===== src/rtl/axi_rd_burst_sched.sv =====
// axi_rd_burst_sched
// Splits one large read request (byte base address + word count) into AXI
// INCR bursts. Each burst is at most MAX_BURST beats and never crosses a
// 4 KB boundary. Bursts are issued one at a time over the engine's
// run/addr/length/ready/error interface. Completion is reported with a
// one-cycle done pulse and a sticky err flag.
//
// Optional build macro: AXI_RD_SCHED_ABORT_EN
//   defined   - a burst that completes with error=1 ends the request at once
//               (done=1, err=1); the remaining bursts are not issued.
//   undefined - errors only accumulate into err; every burst is issued.
module axi_rd_burst_sched #(
    parameter int ADDR_W    = 32,
    parameter int DATA_W    = 32,
    parameter int AXI_LEN_W = 8,
    parameter int TOTAL_W   = 16,
    parameter int MAX_BURST = 256
) (
    input  logic                 clk,
    input  logic                 rst,
    input  logic                 start,
    input  logic [ADDR_W-1:0]    base_addr,
    input  logic [TOTAL_W-1:0]   total_words,
    output logic                 busy,
    output logic                 done,
    output logic                 err,
    output logic                 run,
    output logic [ADDR_W-1:0]    addr,
    output logic [AXI_LEN_W-1:0] length,
    input  logic                 ready,
    input  logic                 error
);

    localparam int WORD_SHIFT = $clog2(DATA_W / 8);
    localparam int BEATS_W    = AXI_LEN_W + 1;
    localparam logic [ADDR_W-1:0] ALIGN_MASK = ~ADDR_W'((1 << WORD_SHIFT) - 1);

    typedef enum logic [1:0] {
        IDLE  = 2'd0,
        CALC  = 2'd1,
        ISSUE = 2'd2,
        WAIT  = 2'd3
    } state_t;

    state_t               state;
    state_t               state_nxt;
    logic [ADDR_W-1:0]    cur_addr;
    logic [TOTAL_W-1:0]   remaining;
    logic [BEATS_W-1:0]   beats_q;
    logic [BEATS_W-1:0]   beats_calc;
    logic [12:0]          bnd_bytes;
    logic [12:0]          bnd_words;
    logic                 abort_now;

    // Words left before the next 4 KB boundary; at least 1 since cur_addr is word-aligned.
    assign bnd_bytes = 13'd4096 - {1'b0, cur_addr[11:0]};
    assign bnd_words = bnd_bytes >> WORD_SHIFT;

`ifdef AXI_RD_SCHED_ABORT_EN
    assign abort_now = error;
`else
    assign abort_now = 1'b0;
`endif

    // Burst size for the next burst: min(remaining, MAX_BURST, bnd_words).
    always_comb begin
        // NOTE: every always_comb output gets a default first so no latch is inferred.
        beats_calc = BEATS_W'(MAX_BURST);
        if (32'(remaining) <= 32'(MAX_BURST) && 32'(remaining) <= 32'(bnd_words)) begin
            beats_calc = remaining[BEATS_W-1:0];
        end else if (32'(bnd_words) <= 32'(MAX_BURST)) begin
            beats_calc = bnd_words[BEATS_W-1:0];
        end
    end

    // State register.
    always_ff @(posedge clk or posedge rst) begin
        // NOTE: sequential state is written with non-blocking assignments only.
        if (rst) begin
            state <= IDLE;
        end else begin
            state <= state_nxt;
        end
    end

    // Next-state logic.
    always_comb begin
        state_nxt = state;
        case (state)
            IDLE:    if (start)  state_nxt = CALC;
            CALC:    state_nxt = (remaining == '0) ? IDLE : ISSUE;
            ISSUE:   if (!ready) state_nxt = WAIT;
            WAIT:    if (ready)  state_nxt = abort_now ? IDLE : CALC;
            default: state_nxt = IDLE;
        endcase
    end

    // Output decode; run follows the state register so it drops with the async reset.
    always_comb begin
        run = (state == ISSUE);
    end

    // Request bookkeeping and registered engine-facing outputs.
    always_ff @(posedge clk or posedge rst) begin
        if (rst) begin
            cur_addr  <= '0;
            remaining <= '0;
            beats_q   <= '0;
            addr      <= '0;
            length    <= '0;
            busy      <= 1'b0;
            done      <= 1'b0;
            err       <= 1'b0;
        end else begin
            done <= 1'b0;
            case (state)
                IDLE: begin
                    if (start) begin
                        cur_addr  <= base_addr & ALIGN_MASK;
                        remaining <= total_words;
                        err       <= 1'b0;
                        busy      <= 1'b1;
                    end
                end
                CALC: begin
                    if (remaining == '0) begin
                        done <= 1'b1;
                        busy <= 1'b0;
                    end else begin
                        addr    <= cur_addr;
                        length  <= AXI_LEN_W'(beats_calc - BEATS_W'(1));
                        beats_q <= beats_calc;
                    end
                end
                WAIT: begin
                    if (ready) begin
                        err       <= err | error;
                        cur_addr  <= cur_addr + (ADDR_W'(beats_q) << WORD_SHIFT);
                        remaining <= remaining - TOTAL_W'(beats_q);
                        if (abort_now) begin
                            done <= 1'b1;
                            busy <= 1'b0;
                        end
                    end
                end
                default: ;
            endcase
        end
    end

endmodule

===== config.mk =====
export PLATFORM = sky130hd
export DESIGN_NAME = axi_rd_burst_sched
export DESIGN_NICKNAME = d
export VERILOG_FILES = /design/src/rtl/axi_rd_burst_sched.sv
export SDC_FILE = /design/constraint.sdc
export NUM_CORES = 1
export LEC_CHECK = 0
export ABC_AREA = 0
export CORE_MARGIN = 2
export CORE_UTILIZATION = 49
export DETAILED_ROUTE_END_ITERATION = 8
export GPL_TIMING_DRIVEN = 0
export PLACE_DENSITY = 0.73
export RECOVER_POWER = 100
export SYNTH_ARGS = -nofsm -noshare
export SYNTH_HDL_FRONTEND = slang
export SYNTH_SLANG_ARGS = --single-unit

===== constraint.sdc =====
create_clock -name clk -period 4.4 [get_ports clk]
set_clock_uncertainty 0.15 [all_clocks]
set_input_delay 0.66 -clock clk [delete_from_list [all_inputs] [get_ports clk]]
set_output_delay 0.66 -clock clk [all_outputs]
set_load 0.03 [all_outputs]

======== After elaboration in Yosys (flattened, before gate mapping) ========
Index checks and enable logic that the tools add are counted.
word-level totals
  output and inout port bits .............. 44
  input bits .............................. 53
  logic and storage cells ................. 55
  flip-flop bits (word level) ............. 102
operators by class
  reductions and logical operators ........ 9
  add/subtract/negate cells ............... 4
  mux-type cells .......................... 21
  bitwise gates (word level) .............. 2
  $lt $le $gt $ge ......................... 3
  eq/ne operators ......................... 7
operators with widths
  kind                                                                    number
  32-bit two-way mux                                                      2
  32-bit one-hot mux with 2 select lines                                  1
  32-bit by 11-bit adder with 32-bit output                               1
  16-bit two-way mux                                                      2
  16-bit one-hot mux with 2 select lines                                  1
  9-bit two-way mux                                                       2
  16-bit by 11-bit <= comparator with 1-bit output                        1
  16-bit by 9-bit <= comparator with 1-bit output, second input constant  1
  16-bit zero test                                                        1
  16-bit by 9-bit subtractor with 16-bit output                           1
  13-bit by 12-bit subtractor with 13-bit output, first input constant    1
  11-bit by 9-bit <= comparator with 1-bit output, second input constant  1
  3-bit AND reduction                                                     3
  2-bit two-way mux                                                       4
  2-bit inequality test, second input constant                            4
  2-bit one-hot mux with 4 select lines                                   1
  8-bit by 1-bit subtractor with 8-bit output, second input constant      1
  1-bit two-way mux                                                       6
  2-bit == test, second input constant                                    2
  1-bit one-hot mux with 2 select lines                                   2
  2-bit nonzero test                                                      2
  2-bit by 1-bit == test with 1-bit output, second input constant         1
  2-bit zero test                                                         1
  2-bit AND reduction                                                     1
  other kinds (3)                                                         3

======== Logic depth before layout (Yosys ltp) ========
  word-level depth ........................ 5
  gate-level depth with buffers ........... 19
  depth with buffers taken out ............ 18

======== Least setup slack after synthesis ========
No wires, ideal clock.
  path type ............................... reg2reg
  start point ............................. register cur_addr[2]
  end point ............................... register length[6]
  clock period less this slack ............ 4.046 ns
  setup time .............................. 0.083 ns
  cell stages (with the launch flop) ...... 18
  required time ........................... 4.167 ns
  path slack .............................. 0.354 ns
  path buffers ............................ 1
  arrival ................................. 3.813 ns
  path through ............................ dfrtp_1 > clkbuf_1 > or4_1 > o21a_1 > or2_2 > ha_1 > nand4_1 > nor4_1 > o311ai_2 > o2bb2ai_4 > nor2_2 > a22oi_1 > ha_1 > nand2_1 > xor2_1 > nand2_1 > o21ai_0 > o21ai_0
between the ends
  word-level cells in the longest chain between the ends .. 5
  elaborated cells on any way between the ends .. 7
  classes of those cells .................. add/sub: 2; order compare: 2; mux: 2; reduce/logical: 1
RTL lines
  element                                                                                                              RTL line  RTL
  from (decl)                                                                                                          47        logic [ADDR_W-1:0] cur_addr;
  from (signal assigned)                                                                                               119       cur_addr <= base_addr & ALIGN_MASK;
  from (signal assigned)                                                                                               138       cur_addr <= cur_addr + (ADDR_W'(beats_q) << WORD_SHIFT);
  13-bit by 12-bit subtractor with 13-bit output (*)                                                                   56        assign bnd_bytes = 13'd4096 - {1'b0, cur_addr[11:0]};
  16-bit by 11-bit <= comparator with 1-bit output or 11-bit by 9-bit <= comparator with 1-bit output (tied branches)  69, 71
  1-bit logical AND or 9-bit two-way mux (tied branches)                                                               69, 71
  9-bit two-way mux (*)                                                                                                69        if (32'(remaining) <= 32'(MAX_BURST) && 32'(remaining) <= 32'(bnd_words)) begin
  8-bit by 1-bit subtractor with 8-bit output (*)                                                                      131       length <= AXI_LEN_W'(beats_calc - BEATS_W'(1));
  to (signal assigned)                                                                                                 131
  to (decl)                                                                                                            29        output logic [AXI_LEN_W-1:0] length,
Mark *: on every way between the ends. The rest lies on a longest branch, timed or not.
A chain may end at the register's enable or synchronous reset.

======== Worst setup path in the final report ========
  start point ............................. register cur_addr[3]
  end point ............................... register length[6]
The elaborated chain is that of the path after synthesis.

==> impl_metrics.csv <==
group,metric,value,unit
sta,relSlewSlack,-0.293,
power_and_ir_drop,p_leak,3.24,nW
yosys,ys_types,71,
routing,routed_wl,20.0,mm
yosys,ys_warn_count,0,
hold_path,hp-class,"flop to flop",
routing,drt-wirelength-per-cell,19.9,µm
setup_path,crit_arrival,4250,ps
power_and_ir_drop,powerDensity,851,mW/mm²
cts,cts.htree.levels,3,
cells_and_area,syn_to_final_growth,22.4,%
sta,fin_crit_sh,0.938,
setup_path,cp-start-kind,"flop",
floorplan,dieArea,0.0141,mm²
cts,cts_tree,"yes",
yosys,synth_area,0.00645,mm²
setup_path,endpoint_kind,"flop",
global_routing,gr-max-usage-layer,"met2",
place,hpwl,15.1,mm
setup_path,cp.required,4520,ps
routing,dr_total_vias,6183,
routing,dr.pass1.iters,6,
cells_and_area,antenna_cells,0,
yosys,syn_area_per_cell,8.95,µm²
yosys,ys.flop_type,"dfrtp_1",
global_routing,grt_overflow_total,0,
place,io_buffers,92,
floorplan,core,0.0127,mm²
setup_path,critPathMaxFanout,8,
cts,ctsHoldBuffers,0,
cts,path_clk_slew,70,ps
place,gp_congestion,0.934,
cts,cts.sinks,98,
sta,max_freq,242,MHz
sta,drv_slew,45,
cts,cts_made_buffers,9,
cts,insertion_delay,350,ps
outcome,failed_checks,"capacitance limit, slew limit",
cells_and_area,final_nets,918,
routing,antenna_left,0,
routing,drc_errors,0,
cells_and_area,drive_above_1_share,0.0950,
cts,ctsLongestPathBuffers,2,
sta,setup_tns,0,ps
power_and_ir_drop,p_int,0.00336,W
yosys,ys_seq_area_frac,0.380,
floorplan,die_y,119,µm
global_routing,grt_max_degree,56,
power_and_ir_drop,p_switching,0.00336,W
global_routing,grt_use_total,0.289,
global_routing,use_met3,0.0420,
global_routing,met1_usage,0.365,
floorplan,die_x,119,µm
floorplan,rows,41,
sta,hold_viol,0,
setup_path,crit_type,"flop to flop",
yosys,ys_ff_latch,98,
sta,worst_slew_pin_slew,1930,ps
global_routing,antenna_found_initial,0,
routing,drtIter0Drc,571,
power_and_ir_drop,combPwrFrac,0.618,
power_and_ir_drop,pwr-share-clk,0.111,
global_routing,use_met2,0.474,
sta,period_minus_slack,4130,ps
power_and_ir_drop,switching_share,0.500,
sta,setup_viol,0,
global_routing,first_global_vias,6201,
floorplan,io_pins,97,
yosys,async_reset_ff_frac,1.00,
place,placed_area,0.00762,mm²
yosys,netlist_instances,721,
cells_and_area,postLayoutCellArea,0.00790,mm²
power_and_ir_drop,ir_worst_vdd,430,µV
routing,viasPerCell,6.16,
yosys,synth_enable_flop_cells,0,
power_and_ir_drop,power_frac_seq,0.271,
floorplan,initial_core_util,0.507,
global_routing,grt_pass1_wl,32.0,mm
sta,rsz0062_at_grt,"false",
run,maxCapViolCount,1,
cts,clock-root-buffer,"clkbuf_16",
outcome,status,"finished with violations",
-- placed cells by master, fill, tap and decap left out, drive strengths merged, types with 4 or more instances in the layout --
cell / n
a21oi: 63
a21o: 8
nand2b: 4
nor2b: 7
mux2i: 8
xor2: 11
o21a: 5
a211o: 4
inv: 35
xnor2: 15
o31ai: 6
or4: 6
clkdlybuf4s50: 49
nor2: 57
clkbuf: 42
and3: 21
buf: 13
mux2: 27
o22ai: 12
or3: 7
o311ai: 5
dlygate4sd3: 43
o21ai: 55
a211oi: 6
a2bb2oi: 5
a21boi: 4
nand2: 64
ha: 36
or2: 6
dfrtp: 98
a221oi: 7
nand4: 8
nor4: 11
nand3: 17
nor3: 20
-- metal layers --
metal,part of all wire,wire [µm]
met5,0,0
met4,0.049,987
met3,0.073,1460
met2,0.47,9380
met1,0.41,8120
-- worst max-delay path: stages (launching register included) --
cell and delay, ps:
dfrtp_1 460, inv_1 220, ha_1 280, or3b_2 510, nor2_1 130, xor2_1 120
ha_1 300, inv_1 50, o21bai_1 230, o311ai_4 180, o2bb2ai_4 200, buf_4 190
a22oi_2 210, ha_2 260, nand2_1 80, xor2_1 150, nand2_1 70, o21ai_0 80
o21ai_0 150
-- state kept, by name (all words and copies together), names as in the netlist --
signal and cells:
addr 30, beats_q 9, busy 1, cur_addr 30, done 1, err 1, length 8, remaining 16
state 2
-- power groups by stage --
stage	Sequential (W)	Combinational, W	Clock (W)
floorplan	0.00202	0.00259	0
global placement	0.00180	0.00405	0
detailed placement	0.00182	0.00414	0
CTS	0.00182	0.00416	0.000757
global route	0.00189	0.00452	0.000801
finish	0.00182	0.00415	0.000749
-- per-stage QoR --
step | hold slack (ps) | instances | utilization | total power, W | setup slack [ps]
3_3_place_gp | 311 | 986 | 0.597 | 0.00585 | -454
2_1_floorplan | 325 | 722 | - | 0.00461 | 354
5_1_grt | 357 | 1004 | 0.621 | 0.00720 | 2.42
6_report | 320 | 1004 | 0.621 | 0.00672 | 274
4_1_cts | 332 | 1003 | 0.621 | 0.00673 | 88.6
3_5_place_dp | 317 | 987 | 0.599 | 0.00596 | -265
-- path summary, 6_finish.rpt --
kind,start,to,slack [ps],cells past startpoint
setup / recovery,cur_addr[3],length[6],270,18
hold / removal,length[3],length[3],320,1
setup reg to reg,cur_addr[3],length[6],270,18
hold reg to reg,length[3],length[3],320,1
max in group asynchronous,rst,cur_addr[2],850,3
min in group asynchronous,rst,addr[12],1090,2
-- logic make-up after synthesis --
kind of cell / synth area share
multiplexers: 0.0601
AND/OR/NAND/NOR: 0.185
buffers and inverters: 0.0512
other: 0.000581
flip-flops: 0.380
XOR/XNOR: 0.0353
AO/OA/AOI/OAI: 0.212
adder cells (fa/ha/maj): 0.0760
-- cell usage after synthesis, types with 8 or more instances --
cell,n,area (µm²)
dfrtp_1,98,2450
nand2_1,64,240
a21oi_1,63,315
nor2_1,56,210
o21ai_0,52,260
ha_1,36,450
inv_1,35,131
clkbuf_1,29,109
mux2_2,26,293
and3_1,21,131
nor3_1,20,100
nand3_1,17,85.1
xnor2_1,15,131
o22ai_1,12,75.1
xor2_1,11,96.3
nor4_1,10,62.6
a21o_1,8,60.1
mux2i_1,8,80.1
nand4_1,8,50.1
-- area by class of cell --
class / instances / area [µm²]
multi-input combinational: 546 / 3690
timing repair buffer: 95 / 941
clock buffer: 10 / 229
tap: 172 / 215
sequential: 98 / 2450
inverter: 35 / 133
buffer: 42 / 191
fill: 1197 / 4820
clock inverter: 6 / 42.5
-- timing repair --
action	in CTS	in global routing
buffers inserted	1	1
setup endpoints to repair	3	2
pin swaps	1	4
resized for setup	3	5
No activity file was read; power rests on OpenSTA's default activity.
